--- src/rtl/spi_xfer_arb_pkg.sv ---
// Shared types and defaults for the SPI transfer arbiter.
// The optional stall timeout is enabled with SPI_XFER_ARB_STALL_TIMEOUT_EN.
package spi_xfer_arb_pkg;

    // Transaction phases: grant, CS setup, byte launch, byte in flight, CS hold.
    typedef enum logic [2:0] {
        IDLE,
        SETUP,
        START,
        BUSY,
        HOLD
    } state_t;

    localparam int DEF_NUM_REQ      = 4;
    localparam int DEF_CS_SETUP_CYC = 2;
    localparam int DEF_CS_HOLD_CYC  = 2;
    localparam int DEF_STALL_CYCLES = 255;

    // Width of a requester index; never narrower than one bit.
    function automatic int id_width(input int n);
        return (n > 1) ? $clog2(n) : 1;
    endfunction

endpackage

--- src/rtl/spi_rr_pick.sv ---
// Combinational round-robin picker: returns the first requesting index at or
// after ptr, wrapping around, plus a flag saying whether anything is requesting.
module spi_rr_pick
    import spi_xfer_arb_pkg::*;
#(
    parameter int NUM_REQ = DEF_NUM_REQ,
    localparam int IW     = id_width(NUM_REQ)
) (
    input  logic [NUM_REQ-1:0] req,
    input  logic [IW-1:0]      ptr,
    output logic [IW-1:0]      idx,
    output logic               any
);

    logic [IW-1:0] cand;

    // Scan offsets from farthest to nearest so the nearest requester wins.
    always_comb begin
        // NOTE: every combinational output gets a default first, so no path leaves it unassigned (no latch).
        idx  = '0;
        cand = '0;
        any  = |req;
        for (int i = NUM_REQ - 1; i >= 0; i--) begin
            cand = IW'((int'(ptr) + i) % NUM_REQ);
            if (req[cand]) begin
                idx = cand;
            end
        end
    end

endmodule

--- src/rtl/spi_xfer_arbiter.sv ---
// Shares one byte-wide SPI master between NUM_REQ requesters. Each granted
// transaction is a burst of bytes closed by the requester's last flag; grants
// rotate round-robin per transaction and each requester has its own chip select.
// Optional feature macro: SPI_XFER_ARB_STALL_TIMEOUT_EN (abort a transaction
// whose owner leaves START idle for STALL_CYCLES cycles).
module spi_xfer_arbiter
    import spi_xfer_arb_pkg::*;
#(
    parameter int NUM_REQ      = DEF_NUM_REQ,
    parameter int CS_SETUP_CYC = DEF_CS_SETUP_CYC,
    parameter int CS_HOLD_CYC  = DEF_CS_HOLD_CYC,
    parameter int STALL_CYCLES = DEF_STALL_CYCLES
) (
    input  logic                            clk_i,
    input  logic                            reset_i,
    input  logic [NUM_REQ-1:0]              req_valid_i,
    input  logic [NUM_REQ*8-1:0]            req_data_i,
    input  logic [NUM_REQ-1:0]              req_last_i,
    output logic [NUM_REQ-1:0]              req_ready_o,
    output logic                            rsp_valid_o,
    output logic [7:0]                      rsp_data_o,
    output logic [id_width(NUM_REQ)-1:0]    rsp_id_o,
    output logic                            rsp_last_o,
    output logic                            rsp_abort_o,
    output logic [7:0]                      spi_din_o,
    output logic                            spi_start_o,
    input  logic [7:0]                      spi_dout_i,
    input  logic                            spi_done_tick_i,
    input  logic                            spi_ready_i,
    output logic [NUM_REQ-1:0]              cs_n_o,
    output logic                            busy_o
);

    localparam int IW      = id_width(NUM_REQ);
    localparam int CNT_MAX = (CS_SETUP_CYC > CS_HOLD_CYC) ? CS_SETUP_CYC : CS_HOLD_CYC;
    localparam int CNT_W   = $clog2(CNT_MAX + 1);

    if (NUM_REQ < 2 || NUM_REQ > 8 || CS_SETUP_CYC < 1 || CS_HOLD_CYC < 1 || STALL_CYCLES < 1) begin : g_bad_params
        $error("spi_xfer_arbiter: parameter out of range");
    end

    state_t           state;
    logic [IW-1:0]    grant;
    logic [IW-1:0]    rr_ptr;
    logic [IW-1:0]    pick_idx;
    logic             pick_any;
    logic             last;
    logic [CNT_W-1:0] cnt;
    logic [7:0]       grant_data;
    logic             handshake;

`ifdef SPI_XFER_ARB_STALL_TIMEOUT_EN
    localparam int SW = $clog2(STALL_CYCLES + 1);
    logic [SW-1:0]    stall_cnt;
    logic             abort_q;
    assign rsp_abort_o = abort_q;
`else
    assign rsp_abort_o = 1'b0;
`endif

    spi_rr_pick #(
        .NUM_REQ (NUM_REQ)
    ) u_pick (
        .req (req_valid_i),
        .ptr (rr_ptr),
        .idx (pick_idx),
        .any (pick_any)
    );

    // Byte handshake with the granted requester; only it can ever see ready.
    always_comb begin
        grant_data         = req_data_i[8*grant +: 8];
        handshake          = (state == START) && spi_ready_i && req_valid_i[grant];
        req_ready_o        = '0;
        req_ready_o[grant] = handshake;
    end

    // Transaction FSM with all SPI, chip-select and response outputs registered.
    always_ff @(posedge clk_i) begin
        // NOTE: sequential state uses non-blocking assignments only, so every read sees the pre-edge value.
        if (reset_i) begin
            state       <= IDLE;
            grant       <= '0;
            rr_ptr      <= '0;
            last        <= 1'b0;
            cnt         <= '0;
            cs_n_o      <= '1;
            busy_o      <= 1'b0;
            spi_start_o <= 1'b0;
            spi_din_o   <= '0;
            rsp_valid_o <= 1'b0;
            rsp_data_o  <= '0;
            rsp_id_o    <= '0;
            rsp_last_o  <= 1'b0;
`ifdef SPI_XFER_ARB_STALL_TIMEOUT_EN
            stall_cnt   <= '0;
            abort_q     <= 1'b0;
`endif
        end else begin
            spi_start_o <= 1'b0;
            rsp_valid_o <= 1'b0;
`ifdef SPI_XFER_ARB_STALL_TIMEOUT_EN
            abort_q     <= 1'b0;
`endif
            case (state)
                IDLE: begin
                    if (pick_any) begin
                        grant            <= pick_idx;
                        cs_n_o           <= '1;
                        cs_n_o[pick_idx] <= 1'b0;
                        busy_o           <= 1'b1;
                        cnt              <= '0;
`ifdef SPI_XFER_ARB_STALL_TIMEOUT_EN
                        stall_cnt        <= '0;
`endif
                        state            <= SETUP;
                    end
                end

                SETUP: begin
                    if (cnt == CNT_W'(CS_SETUP_CYC - 1)) begin
                        cnt   <= '0;
                        state <= START;
                    end else begin
                        cnt <= cnt + 1'b1;
                    end
                end

                START: begin
                    if (handshake) begin
                        spi_din_o   <= grant_data;
                        spi_start_o <= 1'b1;
                        last        <= req_last_i[grant];
`ifdef SPI_XFER_ARB_STALL_TIMEOUT_EN
                        stall_cnt   <= '0;
`endif
                        state       <= BUSY;
                    end
`ifdef SPI_XFER_ARB_STALL_TIMEOUT_EN
                    else if (!req_valid_i[grant]) begin
                        if (stall_cnt == SW'(STALL_CYCLES - 1)) begin
                            abort_q   <= 1'b1;
                            rsp_id_o  <= grant;
                            stall_cnt <= '0;
                            cnt       <= '0;
                            state     <= HOLD;
                        end else begin
                            stall_cnt <= stall_cnt + 1'b1;
                        end
                    end
`endif
                end

                BUSY: begin
                    if (spi_done_tick_i) begin
                        rsp_valid_o <= 1'b1;
                        rsp_data_o  <= spi_dout_i;
                        rsp_id_o    <= grant;
                        rsp_last_o  <= last;
                        if (last) begin
                            cnt   <= '0;
                            state <= HOLD;
                        end else begin
                            state <= START;
                        end
                    end
                end

                HOLD: begin
                    if (cnt == CNT_W'(CS_HOLD_CYC - 1)) begin
                        cs_n_o <= '1;
                        busy_o <= 1'b0;
                        rr_ptr <= (grant == IW'(NUM_REQ - 1)) ? '0 : grant + 1'b1;
                        state  <= IDLE;
                    end else begin
                        cnt <= cnt + 1'b1;
                    end
                end

                default: state <= IDLE;
            endcase
        end
    end

endmodule

--- config.mk ---
export PLATFORM = sky130hd
export DESIGN_NAME = spi_xfer_arbiter
export DESIGN_NICKNAME = d
export VERILOG_FILES = /design/src/rtl/spi_xfer_arb_pkg.sv /design/src/rtl/spi_rr_pick.sv /design/src/rtl/spi_xfer_arbiter.sv
export SDC_FILE = /design/constraint.sdc
export NUM_CORES = 1
export LEC_CHECK = 0
export ABC_CLOCK_PERIOD_IN_PS = 5350
export BUFFER_PORTS_ARGS = -buffer_cell sky130_fd_sc_hd__buf_2
export CAP_MARGIN = 20
export CORE_MARGIN = 1.5
export CORE_UTILIZATION = 45
export DETAILED_ROUTE_END_ITERATION = 10
export GPL_TIMING_DRIVEN = 0
export PLACE_DENSITY = 0.81
export SETUP_SLACK_MARGIN = 0.5
export SLEW_MARGIN = 20
export SYNTH_ARGS = -nofsm -noshare
export SYNTH_HDL_FRONTEND = slang
export SYNTH_HIERARCHICAL = 1
export SYNTH_SLANG_ARGS = --single-unit
--- constraint.sdc ---
create_clock -name clk_i -period 5.35 [get_ports clk_i]
set_clock_uncertainty 0.2 [all_clocks]
set_input_delay 0.535 -clock clk_i [delete_from_list [all_inputs] [get_ports clk_i]]
set_output_delay 0.535 -clock clk_i [all_outputs]
set_load 0.05 [all_outputs]
==> metrics.md <==
| Metric | Value |
|---|---|
| Number of gates resized after CTS | 0 |
| #FFs+latches synth | 36 |
| WL per Instance | ~13 um |
| Least-Margin Pin Slew | around 0.56 ns |
| CP top delay family | multiplexers |
| Worst Hold Path EP | rsp_data_o[3] |
| H-tree Lvls | 2 |
| ANT nets after route | 0 |
| Post-Syn Nets | about 260 |
| Clock slew at reported path FFs | 0.07 ns |
| Mapped Avg Cell Area | ~9 um2 |
| # rows | 23 |
| Hold crit path type | flip-flop to flip-flop |
| Post-synth EDFFs | 0 |
| Height of the die | slightly below 70 um |
| Post-Place Cells | ~340 |
| Buffers & Inverters on Critical Path | 2 |
| Total CTS buffers | 5 |
| Hold-fix buffer count after cts | 0 |
| DP Worst Slack | 2.83 ns |
| R2R depth | 5 |
| CP Class | flip-flop to output port |
| Starting density of the core | 0.465 |
| Ys async rst share | 0 |
| Worst path slowest cell | mux4_2 |
| CP arrival | ~2 ns |
| FF-to-FF Start | grant[0] |
| Most instantiated cells after synthesis | 36 x dfxtp_1, 28 x nor2_1, 27 x nand2_1 |
| F_max | ~0.37 GHz |
| Sequential share of power | 0.473 |
| Worst setup SP type | flip-flop |
| Status | completed |
| Total number of vias | around 1800 |
| Vias in the first global route | between 1500 and 2000 |
| Worst reg2reg setup slack | ~3.3 ns |
| Post-synth top area cell | dfxtp_1 |
| Post-synthesis sequential area ratio | 0.387 |
| DR vias/cell | around 5.2 |
| Gate Count Post-Synth | between 200 and 250 |
| Worst Min Path Start | rsp_data_o[3] |
| Yosys cell types | 36 |
| Fin cells | around 340 |
| Critical path origin | grant[0] |
| Hold slack | roughly 0.25 ns |
| Ranking of synthesized cells by area | dfxtp_1 39%, mux4_2 11%, mux2i_1 6.5%, a21oi_1 5.6%, nor2_1 5.6% |
| Ratio of final minimum period to clock period | 0.511 |
| CP required | ~4.6 ns |
| Worst-skew pair later-pin latency | 0.29 ns |
| Setup ws final | around 2.6 ns |
| Layout area overhead | 29.2% |
| Port bufs | 80 |
| First-pass GRT wire length | between 7000 and 8000 um |
| Final setup violation count | 0 |
| Final hold violation count | 0 |
| Net Sw Frac | 0.298 |
| Final HPWL DP | 3510 um |
| Ratio of cells with drive above 1 in the final layout | 0.362 |
| Worst path cell trace | mux4_2 -> nand4b_4 -> buf_6 -> nor2_1 -> buf_2 |
| Setup TNS | 0 ns |
| Diode count | 0 |
| Final min period | about 2.7 ns |
| Static Leak | between 1 and 1.5 nW |
| CP max stage delay | roughly 0.58 ns |
| Die area | between 4000 and 5000 um2 |
| Pint | 0.000424 W |
| Clock buffer depth | 2 |
| NumNets Final | 351 |
| Synth warn | 6 |
| Hold Path Depth | 2 |
| Fillers | between 300 and 400 |
| Top_reg_cell synth | dfxtp_1 |
| Chip width | ~67 um |
| CORE AREA | approximately 4000 um2 |
| Final wirelength | ~4600 um |
| Pin count of the biggest net entering global routing | 12 |
| Slew Limit Fails | 0 |
| Switching power | about 0.00018 W |
| RSZ-0062 raised after global routing | false |
| Initial drt markers | 66 |
| P per Cell Area | around 250 nW/um2 |
| GRT Overall Usage | 0.213 |
| Most common cell in the netlist | dfxtp_1 |
| RD Place Congestion | a little under 0.8 |
| Initial antenna violation count | 0 |
| IO Pins | 83 |
| Mapped Area | 1860 um2 |
| Max Cap Viol | 0 |
| Drt pass-1 iters | 4 |
| Clock sink count | 36 |
| Clock share of power | 0.307 |
| Total global routing overflow | 0 |
| Slew headroom | 0.629 |
| Reg2reg end | spi_din_o[3] |
| CTS tree | built |
| Logic pwr share | 0.219 |
| Crit path depth | 5 |
| Worst VDD drop | about 150 uV |
| DRC | 0 |
| Critical path endpoint category | output port |
| CP Max Fanout | 10 |
| Post-CTS Setup Inserts | 0 |
| Clk root buf | clkbuf_8 |
| Post-synth top area share | 0.387 |
==> through the flow <==
stage | total power [W] | instance area, um2 | utilization
2_1_floorplan | 0.000384 | 1860 | -
3_3_place_gp | 0.000422 | 2320 | 0.581
3_5_place_dp | 0.000425 | 2320 | 0.581
4_1_cts | 0.000606 | 2410 | 0.602
5_1_grt | 0.000632 | 2410 | 0.602
6_report | 0.000605 | 2410 | 0.602
==> area by class of cell <==
class | count | area [um2] | area share
multi-input combinational | 144 | 1030 | 0.426
sequential | 36 | 721 | 0.300
timing repair buffer | 80 | 400 | 0.166
buffer | 15 | 73.8 | 0.0307
clock buffer | 5 | 68.8 | 0.0286
tap | 50 | 62.6 | 0.0260
inverter | 11 | 41.3 | 0.0172
clock inverter | 2 | 12.5 | 0.00520
==> state kept, by name, indices dropped and copies added (netlist names) <==
name / cells
spi_din_o: 8
rsp_last_o: 1
rsp_data_o: 8
cnt: 2
busy_o: 1
state: 3
rsp_id_o: 2
cs_n_o: 4
rsp_valid_o: 1
grant: 2
last: 1
spi_start_o: 1
rr_ptr: 2
==> power groups by stage <==
stage               logic (W)  clock network [W]  registers (W)
floorplan           0.0000758                  0       0.000309
global placement     0.000130                  0       0.000292
detailed placement   0.000133                  0       0.000292
CTS                  0.000133           0.000186       0.000286
global route         0.000145           0.000199       0.000288
finish               0.000133           0.000186       0.000286
==> worst max path at each step <==
stage                                 to  slack (ns)
after detailed placement  req_ready_o[1]        2.83
after CTS                 req_ready_o[1]        2.60
after global routing      req_ready_o[1]        2.52
after floorplan           req_ready_o[0]        2.83
final                     req_ready_o[1]        2.61
after global placement    req_ready_o[1]        2.83
==> kinds of logic after synthesis <==
family                     count (synthesis)  synth area share
buffers and inverters                     26            0.0618
other                                      1           0.00201
and+or+nand+nor                           81             0.206
AOI/OAI and AO/OA                         32             0.104
muxes                                     23             0.194
DFF                                       36             0.387
xor gates and xnor gates                   1           0.00471
adders and majority gates                  6            0.0403
==> per-layer routing <==
| layer | track usage | wire, um |
|---|---|---|
| met2 | 0.374 | 2300 |
| met4 | 0.0867 | 52 |
| met3 | 0.0500 | 319 |
| met1 | 0.250 | 1910 |
| met5 | 0 | 0 |
==> cell usage in the layout (no fill, tap or decap), drive strengths merged, types with 5 or more instances in the layout <==
cell type / synthesis / layout
buf: 9 / 89
dfxtp: 36 / 36
nor2: 28 / 28
nand2: 27 / 27
a21oi: 21 / 21
mux2i: 12 / 12
inv: 11 / 11
clkbuf: 6 / 11
mux4: 10 / 10
ha: 6 / 6
nor3: 5 / 5
nand3: 5 / 5
==> worst register-to-register path: cells and delay by family (launching register included) <==
kind	cells	cell delay, ns
flip-flops	1	0.51
buffers and inverters	1	0.18
multiplexers	2	0.77
AND/OR/NAND/NOR	2	0.23
Note: power is estimated with default switching activity, not from simulation.
